==> src/rtl/fft_pkg.sv <==
`default_nettype none
// ============================================================================
//  Module      : fft_pkg
//  Description : Shared FFT datapath definitions. Holds the component width,
//                the complex-sample type, the 16-point twiddle table and the
//                stride function that maps a butterfly index of an N-point
//                frame onto the 16-point table.
//  Revision    : 1.0 - initial release
// ============================================================================
package fft_pkg;

    // Sample and twiddle component width, signed two's complement.
    localparam int DW = 8;

    typedef struct packed {
        logic [DW-1:0] re;
        logic [DW-1:0] im;
    } cplx_t;

    // Table is built for the largest supported frame (N = 16).
    localparam int c_tw_log2n = 4;

    // W_16^i = cos(2*pi*i/16) - j*sin(2*pi*i/16) in Q1.7; +1.0 saturates to 127.
    localparam cplx_t c_twiddle16 [8] = '{
        '{re: 8'h7F, im: 8'h00},   // (  127,    0)
        '{re: 8'h76, im: 8'hCF},   // (  118,  -49)
        '{re: 8'h5B, im: 8'hA5},   // (   91,  -91)
        '{re: 8'h31, im: 8'h8A},   // (   49, -118)
        '{re: 8'h00, im: 8'h81},   // (    0, -127)
        '{re: 8'hCF, im: 8'h8A},   // (  -49, -118)
        '{re: 8'hA5, im: 8'hA5},   // (  -91,  -91)
        '{re: 8'h8A, im: 8'hCF}    // ( -118,  -49)
    };

    // W_N^k equals W_16^(k*16/N); the stride is a left shift by (4 - log2 N).
    function automatic logic [2:0] twiddle_index(input logic [2:0] k, input int log2n);
        return 3'(k << (c_tw_log2n - log2n));
    endfunction

endpackage
`default_nettype wire

==> src/rtl/bfly_pair_feeder_if.sv <==
`default_nettype none
// ============================================================================
//  Module      : bfly_pair_feeder_if
//  Description : Stream interface of the butterfly pair feeder.
//                Input side : in_re/in_im/in_valid -> in_ready
//                Output side: a_*, b_*, w_*, out_k, out_last, out_valid
//                             -> out_ready
//                slave modport is the feeder, master modport its environment.
//  Revision    : 1.0 - initial release
// ============================================================================
interface bfly_pair_feeder_if import fft_pkg::*; #(
    parameter int LOG2N = 3
);
    logic [DW-1:0]    in_re;
    logic [DW-1:0]    in_im;
    logic             in_valid;
    logic             in_ready;
    logic [DW-1:0]    a_re;
    logic [DW-1:0]    a_im;
    logic [DW-1:0]    b_re;
    logic [DW-1:0]    b_im;
    logic [DW-1:0]    w_re;
    logic [DW-1:0]    w_im;
    logic [LOG2N-2:0] out_k;
    logic             out_last;
    logic             out_valid;
    logic             out_ready;

    modport slave (
        input  in_re, in_im, in_valid, out_ready,
        output in_ready, a_re, a_im, b_re, b_im, w_re, w_im,
               out_k, out_last, out_valid
    );

    modport master (
        output in_re, in_im, in_valid, out_ready,
        input  in_ready, a_re, a_im, b_re, b_im, w_re, w_im,
               out_k, out_last, out_valid
    );
endinterface
`default_nettype wire

==> src/rtl/bfly_twiddle_rom.sv <==
`default_nettype none
// ============================================================================
//  Module      : bfly_twiddle_rom
//  Description : Combinational twiddle lookup W_N^k for N = 2^LOG2N.
//  Ports       : i_k    - butterfly index k (LOG2N-1 bits)
//                o_w_re - twiddle real part, Q1.7
//                o_w_im - twiddle imaginary part, Q1.7
//  Revision    : 1.0 - initial release
// ============================================================================
module bfly_twiddle_rom import fft_pkg::*; #(
    parameter int LOG2N = 3
) (
    input  wire logic [LOG2N-2:0] i_k,
    output logic      [DW-1:0]    o_w_re,
    output logic      [DW-1:0]    o_w_im
);
    logic [2:0] w_idx;

    assign w_idx  = twiddle_index(3'(i_k), LOG2N);
    assign o_w_re = c_twiddle16[w_idx].re;
    assign o_w_im = c_twiddle16[w_idx].im;
endmodule
`default_nettype wire

==> src/rtl/bfly_pair_feeder.sv <==
`default_nettype none
// ============================================================================
//  Module      : bfly_pair_feeder
//  Description : Double-buffered frame collector ahead of complex_butterfly.
//                Fills one bank with N samples while the other bank issues
//                the pairs (x[k], x[k+N/2]) together with W_N^k.
//  Ports       : clk   - clock, rising edge
//                reset - asynchronous active-high reset
//                bus   - stream interface (slave side): sample input with
//                        valid/ready, pair output with valid/ready
//  Revision    : 1.0 - initial release
// ============================================================================
module bfly_pair_feeder import fft_pkg::*; #(
    parameter int LOG2N = 3
) (
    input  wire logic           clk,
    input  wire logic           reset,
    bfly_pair_feeder_if.slave   bus
);
    localparam int               c_n         = 1 << LOG2N;
    localparam int               c_kw        = LOG2N - 1;
    localparam logic [LOG2N-1:0] c_wcnt_last = LOG2N'(c_n - 1);
    localparam logic [c_kw-1:0]  c_k_last    = c_kw'((c_n / 2) - 1);

    localparam logic [0:0] c_st_idle  = 1'b0;
    localparam logic [0:0] c_st_issue = 1'b1;

    cplx_t            r_mem [2][c_n];
    logic [1:0]       r_full;
    logic             r_wbank;
    logic             r_rbank;
    logic [LOG2N-1:0] r_wcnt;
    logic [0:0]       r_state;
    cplx_t            r_a;
    cplx_t            r_b;
    logic [DW-1:0]    r_w_re;
    logic [DW-1:0]    r_w_im;
    logic [c_kw-1:0]  r_k;
    logic             r_last;
    logic             r_valid;

    logic             w_in_fire;
    logic             w_out_fire;
    logic             w_fill;
    logic             w_release;
    logic             w_load;
    logic             w_load_bank;
    logic [c_kw-1:0]  w_load_k;
    logic [0:0]       w_state_nxt;
    logic [DW-1:0]    w_rom_re;
    logic [DW-1:0]    w_rom_im;

    // ---------------------------------------------------------------- write
    assign bus.in_ready = !r_full[r_wbank] && !reset;
    assign w_in_fire    = bus.in_valid && bus.in_ready;
    assign w_fill       = w_in_fire && (r_wcnt == c_wcnt_last);

    always_ff @(posedge clk or posedge reset) begin
        if (reset) begin
            r_mem <= '{default: '0};
        end else if (w_in_fire) begin
            r_mem[r_wbank][r_wcnt] <= '{re: bus.in_re, im: bus.in_im};
        end
    end

    always_ff @(posedge clk or posedge reset) begin
        if (reset) begin
            r_wbank <= 1'b0;
            r_wcnt  <= '0;
        end else if (w_in_fire) begin
            if (w_fill) begin
                r_wbank <= !r_wbank;
                r_wcnt  <= '0;
            end else begin
                r_wcnt  <= r_wcnt + 1'b1;
            end
        end
    end

    // Fill and release can never hit the same bank on one edge: a fill needs
    // the write bank empty, a release needs the read bank full.
    always_ff @(posedge clk or posedge reset) begin
        if (reset) begin
            r_full <= '0;
        end else begin
            if (w_fill)    r_full[r_wbank] <= 1'b1;
            if (w_release) r_full[r_rbank] <= 1'b0;
        end
    end

    // ----------------------------------------------------------------- read
    assign w_out_fire = r_valid && bus.out_ready;

    // Decides which pair (bank, k) is loaded into the output stage this edge.
    // The other bank's full flag is sampled as registered, so a bank filling
    // on the very edge of a release is picked up one cycle later from IDLE.
    always_comb begin
        w_load      = 1'b0;
        w_load_bank = r_rbank;
        w_load_k    = '0;
        w_release   = 1'b0;
        w_state_nxt = r_state;
        case (r_state)
            c_st_idle: begin
                if (r_full[r_rbank]) begin
                    w_load      = 1'b1;
                    w_state_nxt = c_st_issue;
                end
            end
            c_st_issue: begin
                if (w_out_fire) begin
                    if (r_k != c_k_last) begin
                        w_load   = 1'b1;
                        w_load_k = r_k + 1'b1;
                    end else begin
                        w_release = 1'b1;
                        if (r_full[!r_rbank]) begin
                            w_load      = 1'b1;
                            w_load_bank = !r_rbank;
                        end else begin
                            w_state_nxt = c_st_idle;
                        end
                    end
                end
            end
            default: w_state_nxt = c_st_idle;
        endcase
    end

    bfly_twiddle_rom #(
        .LOG2N (LOG2N)
    ) u_twiddle_rom (
        .i_k    (w_load_k),
        .o_w_re (w_rom_re),
        .o_w_im (w_rom_im)
    );

    // Output stage; x[k] sits in the lower half of a bank, x[k+N/2] in the
    // upper half, so the MSB of the address selects top/bottom input.
    always_ff @(posedge clk or posedge reset) begin
        if (reset) begin
            r_state <= c_st_idle;
            r_rbank <= 1'b0;
            r_a     <= '0;
            r_b     <= '0;
            r_w_re  <= '0;
            r_w_im  <= '0;
            r_k     <= '0;
            r_last  <= 1'b0;
            r_valid <= 1'b0;
        end else begin
            r_state <= w_state_nxt;
            r_valid <= (w_state_nxt == c_st_issue);
            if (w_release) r_rbank <= !r_rbank;
            if (w_load) begin
                r_a    <= r_mem[w_load_bank][{1'b0, w_load_k}];
                r_b    <= r_mem[w_load_bank][{1'b1, w_load_k}];
                r_w_re <= w_rom_re;
                r_w_im <= w_rom_im;
                r_k    <= w_load_k;
                r_last <= (w_load_k == c_k_last);
            end
        end
    end

    assign bus.a_re      = r_a.re;
    assign bus.a_im      = r_a.im;
    assign bus.b_re      = r_b.re;
    assign bus.b_im      = r_b.im;
    assign bus.w_re      = r_w_re;
    assign bus.w_im      = r_w_im;
    assign bus.out_k     = r_k;
    assign bus.out_last  = r_last;
    assign bus.out_valid = r_valid;
endmodule
`default_nettype wire

==> src/flat_wrapper.sv <==
// flat-port wrapper written by rule: the top's interface ports become plain ports
module bfly_pair_feeder_flat import fft_pkg::*;
#(
    parameter int LOG2N = 3
)
  (clk, reset, bus_in_re, bus_in_im, bus_in_valid, bus_out_ready, bus_in_ready, bus_a_re, bus_a_im, bus_b_re, bus_b_im, bus_w_re, bus_w_im, bus_out_k, bus_out_last, bus_out_valid);
  bfly_pair_feeder_if #(.LOG2N(LOG2N)) bus_i ();
  input  wire logic clk;
  input  wire logic reset;
  input wire logic [$bits(bus_i.in_re)-1:0] bus_in_re;
  input wire logic [$bits(bus_i.in_im)-1:0] bus_in_im;
  input wire logic [$bits(bus_i.in_valid)-1:0] bus_in_valid;
  input wire logic [$bits(bus_i.out_ready)-1:0] bus_out_ready;
  output wire logic [$bits(bus_i.in_ready)-1:0] bus_in_ready;
  output wire logic [$bits(bus_i.a_re)-1:0] bus_a_re;
  output wire logic [$bits(bus_i.a_im)-1:0] bus_a_im;
  output wire logic [$bits(bus_i.b_re)-1:0] bus_b_re;
  output wire logic [$bits(bus_i.b_im)-1:0] bus_b_im;
  output wire logic [$bits(bus_i.w_re)-1:0] bus_w_re;
  output wire logic [$bits(bus_i.w_im)-1:0] bus_w_im;
  output wire logic [$bits(bus_i.out_k)-1:0] bus_out_k;
  output wire logic [$bits(bus_i.out_last)-1:0] bus_out_last;
  output wire logic [$bits(bus_i.out_valid)-1:0] bus_out_valid;
  assign bus_i.in_re = bus_in_re;
  assign bus_i.in_im = bus_in_im;
  assign bus_i.in_valid = bus_in_valid;
  assign bus_i.out_ready = bus_out_ready;
  assign bus_in_ready = bus_i.in_ready;
  assign bus_a_re = bus_i.a_re;
  assign bus_a_im = bus_i.a_im;
  assign bus_b_re = bus_i.b_re;
  assign bus_b_im = bus_i.b_im;
  assign bus_w_re = bus_i.w_re;
  assign bus_w_im = bus_i.w_im;
  assign bus_out_k = bus_i.out_k;
  assign bus_out_last = bus_i.out_last;
  assign bus_out_valid = bus_i.out_valid;
  bfly_pair_feeder #(.LOG2N(LOG2N)) u_core (.clk(clk), .reset(reset), .bus(bus_i));
endmodule
==> config.mk <==
export PLATFORM = sky130hd
export DESIGN_NAME = bfly_pair_feeder_flat
export DESIGN_NICKNAME = d
export VERILOG_FILES = /design/src/rtl/fft_pkg.sv /design/src/rtl/bfly_pair_feeder_if.sv /design/src/rtl/bfly_twiddle_rom.sv /design/src/rtl/bfly_pair_feeder.sv /design/src/flat_wrapper.sv
export SDC_FILE = /design/constraint.sdc
export NUM_CORES = 1
export LEC_CHECK = 0
export BUFFER_PORTS_ARGS = -buffer_cell sky130_fd_sc_hd__buf_2
export CAP_MARGIN = 15
export CORE_MARGIN = 3
export CORE_UTILIZATION = 43
export CTS_CLUSTER_DIAMETER = 200
export CTS_CLUSTER_SIZE = 30
export DETAILED_ROUTE_END_ITERATION = 10
export GPL_ROUTABILITY_DRIVEN = 0
export MAX_ROUTING_LAYER = met4
export PLACE_DENSITY_LB_ADDON = 0.08
export SYNTH_ARGS = -nofsm -noshare
export SYNTH_HDL_FRONTEND = slang
export SYNTH_SLANG_ARGS = --single-unit
==> constraint.sdc <==
create_clock -name clk -period 13.5 [get_ports clk]
set_input_delay 0.675 -clock clk [delete_from_list [all_inputs] [get_ports clk]]
set_output_delay 0.675 -clock clk [all_outputs]
set_load 0.01 [all_outputs]
==> results.sh <==
export IMPL_yosys_area_share_adder_pct=0.550
export IMPL_finish_instance_area_um2=14600
export IMPL_synth_mux_area_share_pct=22.4
export IMPL_final_max_slew_viol_count=0
export IMPL_final_cell_count_no_fill=1457
export IMPL_reg2reg_slack_ns=9.85
export IMPL_peakVddDrop_v=0.000128
export IMPL_ctsResizeCount=0
export IMPL_synthSimpleGateAreaFrac_pct=6.59
export IMPL_yosysSeqAreaShare_pct=55.6
export IMPL_num_vias=8470
export IMPL_cap_violations=0
export IMPL_wl_mm=33.2
export IMPL_worst_pin_slew_ns=1.16
export IMPL_cts_setup_buffers=0
export IMPL_cts_sinks=303
export IMPL_synth_compound_area_share_pct=11.0
export IMPL_drt_pass1_iter_count=4
export IMPL_viasPerCell=5.81
export IMPL_fp_dieArea_um2=33900
export IMPL_slew_headroom_pct=22.6
export IMPL_synth_largest_area_cell="dfrtp_1"
export IMPL_cts_hold_buffers_added=0
export IMPL_area_growth_pct=6.85
export IMPL_dieWidth_um=184
export IMPL_die_h_um=184
export IMPL_cts_buffers=14
export IMPL_cp_arrival_ns=4.06
export IMPL_crit_type="reg -> reg"
export IMPL_place_area_um2=14200
export IMPL_nets=1085
export IMPL_syn_avg_cell_area_um2=12.9
export IMPL_synth_cell_types=42
export IMPL_synth_xor_area_share_pct=0.128
export IMPL_synth_area_leaders="dfrtp_1 56%, mux2_2 22%, o221ai_1 2.7%, nor2b_1 2.5%, a211oi_1 2.4%"
export IMPL_cts_tree="built"
export IMPL_cts_buffer_depth=3
export IMPL_cp_max_fo=64
export IMPL_core_area_um2=30900
export IMPL_grt_pass1_wl_mm=51.7
export IMPL_end_kind="register"
export IMPL_fill_cells=2819
export IMPL_drt_iter0_drc=522
export IMPL_root_buffer="clkbuf_16"
export IMPL_skew_ns=0.0306
export IMPL_critPathLaunchType="register"
export IMPL_path_clk_slew_ns=0.12
export IMPL_drive_gt1_share_pct=35.5
export IMPL_place_detailed_hpwl_mm=18.7
export IMPL_synth_top_family_by_area="multiplexers"
export IMPL_std_cell_rows=64
export IMPL_grtUsageTotal_pct=20.1
export IMPL_synth_seq_cells=303
export IMPL_worst_ep_required_time_ns=13.91
export IMPL_wl_per_cell_um=22.8
export IMPL_start_util_pct=44.1
export IMPL_clk_latency_ns=0.50
export IMPL_synthesis_area_um2=13600
export IMPL_io_pin_count=73
export IMPL_final_hold_viol_count=0
export IMPL_netlist_instances=1061
export IMPL_rr_worst_depth=8
export IMPL_antenna_found_initial=2
export IMPL_ys_warn_count=0
export IMPL_htreeDepth=1
export IMPL_ant_nets=0
export IMPL_timing_rr_end="u_core.bus.a_im[5]"
export IMPL_pre_cts_ws_ns=9.87
export IMPL_power_total_w=0.00321
export IMPL_r2r_start="u_core.bus.out_k[0]"
export IMPL_min_period_ns=3.65
export IMPL_hp_class="in -> async"
export IMPL_grt_start_max_net_pins=183
export IMPL_dp_cells=1439
export IMPL_finalSetupTns_ns=0
export IMPL_synth_top_area_share_pct=55.6
export IMPL_powerDensity_nw_per_um2=220
export IMPL_status="finished, final reports clean"
export IMPL_cellLeakagePower_nw=6.58
export IMPL_grt_pass1_vias=8287
export IMPL_drc=0
export IMPL_rsz0062_at_grt="false"
export IMPL_timing_fmax_ghz=0.274
export IMPL_worst_slack_ns=9.85
export IMPL_port_buffers=68
export IMPL_finalCritPeriodShare_pct=27.0
export IMPL_setup_viol=0
export IMPL_grt_remaining_overflow=0
layout make-up:
type	instances	area, um2	area share (%)
timing repair buffer	83	465	3.19
sequential	303	7580	52.0
clock inverter	1	30.0	0.206
clock buffer	15	375	2.58
tap	396	495	3.40
antenna	2	5.00	0.0343
inverter	5	26.3	0.180
multi-input combinational	652	5600	38.4
cells in the mapped netlist (all sizes together):
cell       n
nor4b      1
o21a       1
dfrtp    303
nand2b     5
buf       49
or4        1
a41oi      1
a22o      21
xnor2      2
o21ai     29
a31o       1
o221ai    42
nor3      32
a21o       2
mux2i     11
a2111oi   11
nand3      9
mux2     261
a211oi    43
inv        5
nand2     38
nor2      17
or2        1
conb       1
ha         6
a2bb2oi    1
and2       2
a32o      11
and3       3
nor2b     55
nand3b     1
a21oi     23
a31oi     17
clkbuf    55
through the flow:
step	util (%)	hold slack, ns
2_1_floorplan	-	0.471
3_3_place_gp	45.8	0.479
3_5_place_dp	45.8	0.484
4_1_cts	47.1	0.388
5_1_grt	47.2	0.419
6_report	47.2	0.352
metal layers:
| metal | up-vias | global-route usage, % | routed length, um |
|---|---|---|---|
| li1 | 3883 | - | - |
| met1 | 4457 | 29.7 | 16500 |
| met2 | 105 | 31.1 | 15300 |
| met3 | 25 | 2.13 | 1040 |
| met4 | 0 | 2.87 | 308 |
| met5 | - | - | 0 |
worst max-delay path by stage:
stage,startpoint,endpoint,slack [ns],depth (start not counted)
floorplan,reset,u_core.bus.a_im[0],4.45,1
global placement,u_core.bus.out_k[0],u_core.bus.a_im[5],9.97,8
detailed placement,u_core.bus.out_k[0],u_core.bus.a_im[5],9.87,8
CTS,u_core.bus.out_k[0],u_core.bus.a_im[5],9.88,8
global route,u_core.bus.out_k[0],u_core.bus.a_re[0],9.61,8
finish,u_core.bus.out_k[0],u_core.bus.a_im[5],9.85,8
cell families after synthesis:
kind of cell,count (synthesis)
and+or+nand+nor,165
AOI/OAI and AO/OA,203
other,1
muxes,272
buffers and inverters,109
adders and majority gates,6
xor gates and xnor gates,2
DFF,303
registers in the layout, indices dropped and copies added, names as in the netlist:
register / count
u_core.r_mem: 256
u_core.bus.a_im: 8
u_core.bus.a_re: 8
u_core.bus.b_im: 8
u_core.bus.b_re: 8
u_core.bus.w_re: 4
u_core.r_wcnt: 3
u_core.bus.out_k: 2
u_core.r_full: 2
u_core.bus.w_im: 1
u_core.r_rbank: 1
u_core.r_state: 1
u_core.r_wbank: 1
where the power goes:
group	switching, W	leakage, nW	internal [W]
Clock	0.000291	0.196	0.000206
Sequential	0.000203	3.95	0.00127
Combinational	0.000671	2.43	0.000577
Total	0.00117	6.58	0.00205
worst max-delay path, cell delays in order, from the launching register on:
cell and delay, ns:
dfrtp_1 0.50, ha_4 0.75, buf_4 0.67, and3_1 0.40
o21ai_4 0.07, buf_4 0.37, o221ai_1 0.31, a21oi_1 0.12
a22o_1 0.24
layout by cell type (no fill, tap or decap), drive strengths merged, types with 9 or more instances in the layout:
cell type	synthesis	final
a2111oi	11	11
a211oi	43	43
a21oi	23	23
a22o	21	21
a31oi	17	17
a32o	11	11
buf	49	83
clkbuf	55	15
dfrtp	303	303
mux2	261	261
mux2i	11	11
nand2	38	38
nand3	9	9
nor2	17	17
nor2b	55	55
nor3	32	32
o21ai	29	29
o221ai	42	42
(Power assumes the default switching activity.)
